==> src/rtl/fx_pkg.sv <==
// Shared definitions for the fx (guitar effect) control blocks: widths,
// controller state encoding and the unity amplification constant.
package fx_pkg;

  localparam int AMP_W            = 31;
  localparam int AMP_FACTOR_UNITY = 1;

  typedef enum logic [1:0] {
    IDLE   = 2'd0,
    DIVIDE = 2'd1,
    PEND   = 2'd2
  } ctrl_state_t;

endpackage

==> src/rtl/seq_divider.sv <==
// Unsigned restoring divider: one quotient bit per cycle, MSB first.
// Operands are captured on start; done pulses W cycles later with the quotient.
module seq_divider #(
  parameter int W = 31
) (
  input  logic         clk,
  input  logic         reset,
  input  logic         start,
  input  logic [W-1:0] dividend,
  input  logic [W-1:0] divisor,
  output logic [W-1:0] quotient,
  output logic         done
);

  localparam int CNT_W = $clog2(W + 1);

  logic [W-1:0]     rem;
  logic [W-1:0]     quo;
  logic [W-1:0]     div;
  logic [CNT_W-1:0] cnt;
  logic             running;

  logic [W:0]       rem_shift;
  logic [W:0]       trial;
  logic [W-1:0]     rem_next;
  logic             q_bit;

  // The dividend shifts out of quo from the top while quotient bits shift in
  // at the bottom, so quo ends up holding the quotient after W steps.
  always_comb begin
    rem_shift = {rem, quo[W-1]};
    trial     = rem_shift - {1'b0, div};
    q_bit     = ~trial[W];
    rem_next  = q_bit ? trial[W-1:0] : rem_shift[W-1:0];
  end

  always_ff @(posedge clk or negedge reset) begin
    if (!reset) begin
      rem     <= '0;
      quo     <= '0;
      div     <= '0;
      cnt     <= '0;
      running <= 1'b0;
      done    <= 1'b0;
    end else if (start) begin
      rem     <= '0;
      quo     <= dividend;
      div     <= divisor;
      cnt     <= CNT_W'(W);
      running <= 1'b1;
      done    <= 1'b0;
    end else if (running) begin
      rem <= rem_next;
      quo <= {quo[W-2:0], q_bit};
      cnt <= cnt - CNT_W'(1);
      if (cnt == CNT_W'(1)) begin
        running <= 1'b0;
        done    <= 1'b1;
      end else begin
        done    <= 1'b0;
      end
    end else begin
      done <= 1'b0;
    end
  end

  assign quotient = quo;

endmodule

==> src/rtl/overdrive_param_ctrl.sv <==
// Overdrive parameter controller: accepts a parameter set, derives the
// amplification factor by sequential divide, and applies it on a sample tick.
module overdrive_param_ctrl
  import fx_pkg::*;
#(
  parameter int W = AMP_W
) (
  input  logic         clk,
  input  logic         reset,
  input  logic         sample_tick,
  input  logic         cfg_valid,
  output logic         cfg_ready,
  input  logic         cfg_activate,
  input  logic         cfg_overdrive,
  input  logic [W-1:0] cfg_threshold,
  input  logic [W-1:0] cfg_neg_threshold,
  input  logic [W-1:0] cfg_max_amplitude,
  output logic         activate,
  output logic         overdrive,
  output logic [W-1:0] threshold,
  output logic [W-1:0] neg_threshold,
  output logic [W-1:0] max_amplitude,
  output logic [W-1:0] amp_factor,
  output logic         busy,
  output logic         cfg_err
);

  localparam logic [W-1:0] UNITY = W'(AMP_FACTOR_UNITY);

  // Handshake: a set transfers on any edge where cfg_valid && cfg_ready;
  // cfg_valid may stay high while cfg_ready is low and nothing is taken.
  ctrl_state_t state, state_next;

  logic         accept;
  logic         thr_zero;
  logic         reject;
  logic         good_accept;
  logic         div_start;
  logic         div_done;
  logic [W-1:0] div_quotient;
  logic         apply;

  logic         sh_activate;
  logic         sh_overdrive;
  logic [W-1:0] sh_threshold;
  logic [W-1:0] sh_neg_threshold;
  logic [W-1:0] sh_max_amplitude;
  logic [W-1:0] sh_factor;

  assign cfg_ready   = (state == IDLE);
  assign busy        = (state != IDLE);
  assign accept      = cfg_valid && cfg_ready;
  assign thr_zero    = (cfg_threshold == '0);
  assign reject      = accept && cfg_overdrive && thr_zero;
  assign good_accept = accept && !reject;
  assign div_start   = good_accept && cfg_overdrive;
  assign apply       = (state == PEND) && sample_tick;

  // The divider captures the live cfg operands on the handshake edge, the
  // same edge the shadow registers capture them, so both see one snapshot.
  seq_divider #(.W(W)) u_div (
    .clk      (clk),
    .reset    (reset),
    .start    (div_start),
    .dividend (cfg_max_amplitude),
    .divisor  (cfg_threshold),
    .quotient (div_quotient),
    .done     (div_done)
  );

  always_ff @(posedge clk or negedge reset) begin
    if (!reset) begin
      state <= IDLE;
    end else begin
      state <= state_next;
    end
  end

  always_comb begin
    state_next = state;
    case (state)
      IDLE: begin
        if (good_accept) begin
          state_next = cfg_overdrive ? DIVIDE : PEND;
        end
      end
      DIVIDE: begin
        if (div_done) begin
          state_next = PEND;
        end
      end
      PEND: begin
        if (sample_tick) begin
          state_next = IDLE;
        end
      end
      default: state_next = IDLE;
    endcase
  end

  // Shadow set; the factor is provisionally unity and replaced by the
  // (clamped) quotient once the divide completes.
  always_ff @(posedge clk or negedge reset) begin
    if (!reset) begin
      sh_activate      <= 1'b0;
      sh_overdrive     <= 1'b0;
      sh_threshold     <= '1;
      sh_neg_threshold <= '0;
      sh_max_amplitude <= '0;
      sh_factor        <= UNITY;
    end else if (good_accept) begin
      sh_activate      <= cfg_activate;
      sh_overdrive     <= cfg_overdrive;
      sh_threshold     <= cfg_threshold;
      sh_neg_threshold <= cfg_neg_threshold;
      sh_max_amplitude <= cfg_max_amplitude;
      sh_factor        <= UNITY;
    end else if ((state == DIVIDE) && div_done) begin
      sh_factor <= (div_quotient == '0) ? UNITY : div_quotient;
    end
  end

  always_ff @(posedge clk or negedge reset) begin
    if (!reset) begin
      activate      <= 1'b0;
      overdrive     <= 1'b0;
      threshold     <= '1;
      neg_threshold <= '0;
      max_amplitude <= '0;
      amp_factor    <= UNITY;
    end else if (apply) begin
      activate      <= sh_activate;
      overdrive     <= sh_overdrive;
      threshold     <= sh_threshold;
      neg_threshold <= sh_neg_threshold;
      max_amplitude <= sh_max_amplitude;
      amp_factor    <= sh_factor;
    end
  end

  always_ff @(posedge clk or negedge reset) begin
    if (!reset) begin
      cfg_err <= 1'b0;
    end else begin
      cfg_err <= reject;
    end
  end

endmodule

==> config.mk <==
export PLATFORM = sky130hd
export DESIGN_NAME = overdrive_param_ctrl
export DESIGN_NICKNAME = d
export VERILOG_FILES = /design/src/rtl/fx_pkg.sv /design/src/rtl/seq_divider.sv /design/src/rtl/overdrive_param_ctrl.sv
export SDC_FILE = /design/constraint.sdc
export NUM_CORES = 1
export LEC_CHECK = 0
export CAP_MARGIN = 0
export CORE_MARGIN = 2
export CORE_UTILIZATION = 55
export DETAILED_ROUTE_END_ITERATION = 8
export GPL_TIMING_DRIVEN = 1
export PLACE_DENSITY_LB_ADDON = 0.05
export SLEW_MARGIN = 20
export SYNTH_ARGS = -nofsm -noshare
export SYNTH_HDL_FRONTEND = slang
export SYNTH_SLANG_ARGS = --single-unit
==> constraint.sdc <==
create_clock -name clk -period 3.04 [get_ports clk]
set_clock_uncertainty 0.2 [all_clocks]
set_input_delay 0.608 -clock clk [delete_from_list [all_inputs] [get_ports clk]]
set_output_delay 0.608 -clock clk [all_outputs]
set_load 0.02 [all_outputs]
==> impl_metrics.py <==
metrics = {
    "status": {
        "status": "finished, final reports clean",
    },
    "timing": {
        "setup_viol": 0,
        "finalHoldViolations": 0,
        "relSlewSlack": 0.518,
        "fmax_ghz": 0.333,
        "drv_slew": 0,
        "worst_pin_slew_ns": 0.723,
        "post-route-period-util": 0.988,
        "setup_slack_ns": 0.0370,
        "period_minus_slack_ns": 3.00,
    },
    "setup_path": {
        "cpLargestDelayFamily": "compound AO/OA/AOI/OAI gates",
        "critical_path_buf_inv_count": 3,
        "path_class": "flop to flop",
        "rr_endpoint": "u_div.rem[9]",
        "start_kind": "flop",
        "cp_cell_sequence": "inv_2 -> ha_2 -> o21ai_1 -> a21oi_1 -> a221o_1 -> a21oi_2 -> o211a_4 -> xor2_4 -> buf_4 -> clkbuf_16 -> nand2_1 -> a31oi_1",
        "slowest_stage": "a221o_1",
        "reg2reg_from": "u_div.div[19]",
        "reg2reg_depth": 12,
        "slowest_delay_ns": 0.39,
        "cp.required_ns": 3.26,
        "worstPathArrival_ns": 3.23,
        "path_max_fanout": 7,
        "end_kind": "flop",
        "rrSetupSlack_ns": 0.04,
    },
    "synth": {
        "syn_area_mm2": 0.0159,
        "yosysTopAreaCell": "dfrtp_1",
        "synth_top_area_share": 0.459,
        "async_reset_ff_frac": 1.00,
        "synthTopCellsByArea": "dfrtp_1 (46%), nand2_1 (11%), dfstp_2 (11%)",
        "synthFlopType": "dfrtp_1",
        "synth_common_cells": "nand2_1 (478), dfrtp_1 (291), mux2_2 (126), o21ai_0 (101), clkbuf_1 (66)",
        "syn_inst": 1549,
        "synth-edff-count": 0,
        "ys_ff_latch": 355,
        "yosysUniqueCellTypes": 64,
        "yosysMostFrequentCell": "nand2_1",
        "yosys_warnings": 0,
        "postSynthAreaPerCell_um2": 10.2,
        "seq_area_frac_synth": 0.565,
        "syn-num-nets": 1682,
    },
    "die": {
        "die_h_um": 174,
        "die_x_um": 174,
        "ios": 228,
        "initial_utilization": 0.556,
        "core_mm2": 0.0285,
        "rows": 62,
        "die_area_mm2": 0.0302,
    },
    "drt": {
        "routed_wl_um": 40400,
        "drt.antenna.violating_nets": 0,
        "drtPass1Iterations": 5,
        "wl_per_cell_um": 18.0,
        "via_count": 12300,
        "drtIter0Drc": 996,
        "route.detailed.drc": 0,
        "vias_per_cell": 5.48,
    },
    "cells_and_area": {
        "drive_gt1_frac": 0.204,
        "final_cell_count_no_fill": 2240,
        "design_area_mm2": 0.0206,
        "area_growth_pct": 29.5,
        "fin_util": 0.720,
        "n_fill_cell": 2134,
        "layout.nets": 1956,
    },
    "hold_path": {
        "min_from": "sh_threshold[3]",
        "hp-class": "flop to flop",
        "min_path_cells": 2,
        "min_to": "sh_threshold[3]",
    },
    "global_route": {
        "grt_overflow_total": 0,
        "antenna_found_initial": 5,
        "grt_max_degree": 87,
        "grt_pass1_wl_um": 64500,
        "gr-usage-all-layers": 0.266,
        "grt_pass1_vias": 11900,
    },
    "job": {
        "max-cap-violations": 0,
    },
    "placement": {
        "dp_slack_ns": -0.0336,
        "place.port_buffers": 227,
        "dp_hpwl_um": 28300,
        "dp.cells": 2156,
        "gp_congestion": 0.943,
        "postPlaceCellArea_mm2": 0.0191,
    },
    "power": {
        "vdd_ir_drop_max_v": 0.00110,
        "power_leakage_nw": 9.53,
        "powerDensity_mw_per_mm2": 1190,
    },
    "clock_network": {
        "insertion_delay_ns": 0.52,
        "clk_pin_slew_ns": 0.05,
        "htree_num_levels": 2,
        "cts_root_buf": "clkbuf_16",
        "cts_buffers": 38,
        "cts_tree": "yes",
        "clock_path_buffers": 3,
        "cts_sinks": 355,
    },
}
[power breakdown]
group / leakage (nW) / switching (mW) / internal (mW)
combinational: 4.60 / 6.25 / 5.73
clock: 0.568 / 1.84 / 2.47
sequential: 4.36 / 1.20 / 6.91
[timing repair]
action	CTS	global route
hold endpoints to repair	40	0
resized for setup	1	28
hold buffers	1	0
endpoints found under the setup margin	1	31
pin swaps	0	12
buffers inserted	0	9
cloned	0	1
[per-stage QoR]
step	setup TNS (ns)	hold WS, ns	power (mW)
floorplan	0	0.112	15.2
global route	-0.652	0.266	26.0
global placement	0	0.246	19.0
detailed placement	-0.489	0.247	19.3
CTS	0	0.257	23.7
finish	0	0.255	24.4
[kinds of logic (layout without fill, tap and decap cells)]
kind of cell | after synthesis | count (layout) | share of synthesized area
other cells | 0 | 5 | 0
mux | 161 | 161 | 0.111
simple gates | 596 | 596 | 0.155
fa+ha+maj | 34 | 34 | 0.0273
flops | 355 | 355 | 0.565
compound gates | 251 | 251 | 0.0929
buf+inv | 125 | 427 | 0.0315
xor+xnor | 27 | 27 | 0.0173
[registers in the layout, indices dropped and copies added, names as in the netlist]
| register | flops |
|---|---|
| amp_factor | 31 |
| max_amplitude | 31 |
| neg_threshold | 31 |
| sh_factor | 31 |
| sh_max_amplitude | 31 |
| sh_neg_threshold | 31 |
| sh_threshold | 31 |
| threshold | 31 |
| u_div.div | 31 |
| u_div.quotient | 31 |
| u_div.rem | 31 |
| u_div.cnt | 5 |
| state | 2 |
| activate | 1 |
| cfg_err | 1 |
| overdrive | 1 |
| sh_activate | 1 |
| sh_overdrive | 1 |
| u_div.done | 1 |
| u_div.running | 1 |
[metal layers]
| layer | global-route usage | share of wire | vias to the layer above |
|---|---|---|---|
| met2 | 0.390 | 0.44 | 382 |
| met1 | 0.414 | 0.47 | 6021 |
| li1 | - | - | 5792 |
| met5 | 0 | 0 | - |
| met3 | 0.0414 | 0.060 | 69 |
| met4 | 0.0718 | 0.026 | 0 |
[worst max path at each step]
stage	cells after the start	slack, ns	end	from
floorplan	11	0.34	u_div.rem[28]	u_div.quotient[30]
global placement	9	0.01	sh_max_amplitude[24]	cfg_threshold[24]
detailed placement	9	-0.03	sh_max_amplitude[26]	cfg_threshold[24]
CTS	11	0.03	u_div.rem[29]	u_div.div[16]
global route	10	-0.07	u_div.rem[8]	u_div.rem[19]
finish	12	0.04	u_div.rem[9]	u_div.div[19]
[worst reg2reg max path, stage by stage, from the launching register on]
cell and delay, ns:
dfrtp_1 0.37, inv_2 0.08, ha_2 0.31, o21ai_1 0.19, a21oi_1 0.14, a221o_1 0.39
a21oi_2 0.17, o211a_4 0.25, xor2_4 0.25, buf_4 0.19, clkbuf_16 0.15, nand2_1 0.05
a31oi_1 0.17
[cell usage in the layout (no fill, tap or decap), types with 9 or more instances in the layout]
cell               n
nor2_1            25
inv_1             40
o21ai_1           10
buf_12            17
ha_1              23
mux2_2           126
dfrtp_1          290
nand3_1           16
o21ai_0          101
xnor2_1           18
mux2i_1           34
clkbuf_16         39
nor4_1            14
o211ai_1          11
nand4_1            9
dfstp_2           64
nand2_1          478
a21oi_1           57
clkdlybuf4s50_1  226
a21o_1            10
a31oi_1           22
clkbuf_1          10
buf_4             70
[final cells by class]
cell class | instances | area, µm² | area share
clock buffers | 54 | 1070 | 0.0521
clock inverters | 14 | 95.1 | 0.00463
diodes | 5 | 12.5 | 0.000609
flip-flops and latches | 355 | 8970 | 0.436
repair buffers | 317 | 3190 | 0.155
well taps | 384 | 480 | 0.0234
inverters | 42 | 158 | 0.00767
multi-input cells | 1069 | 6580 | 0.320
No activity file was read; power rests on OpenSTA's default activity.
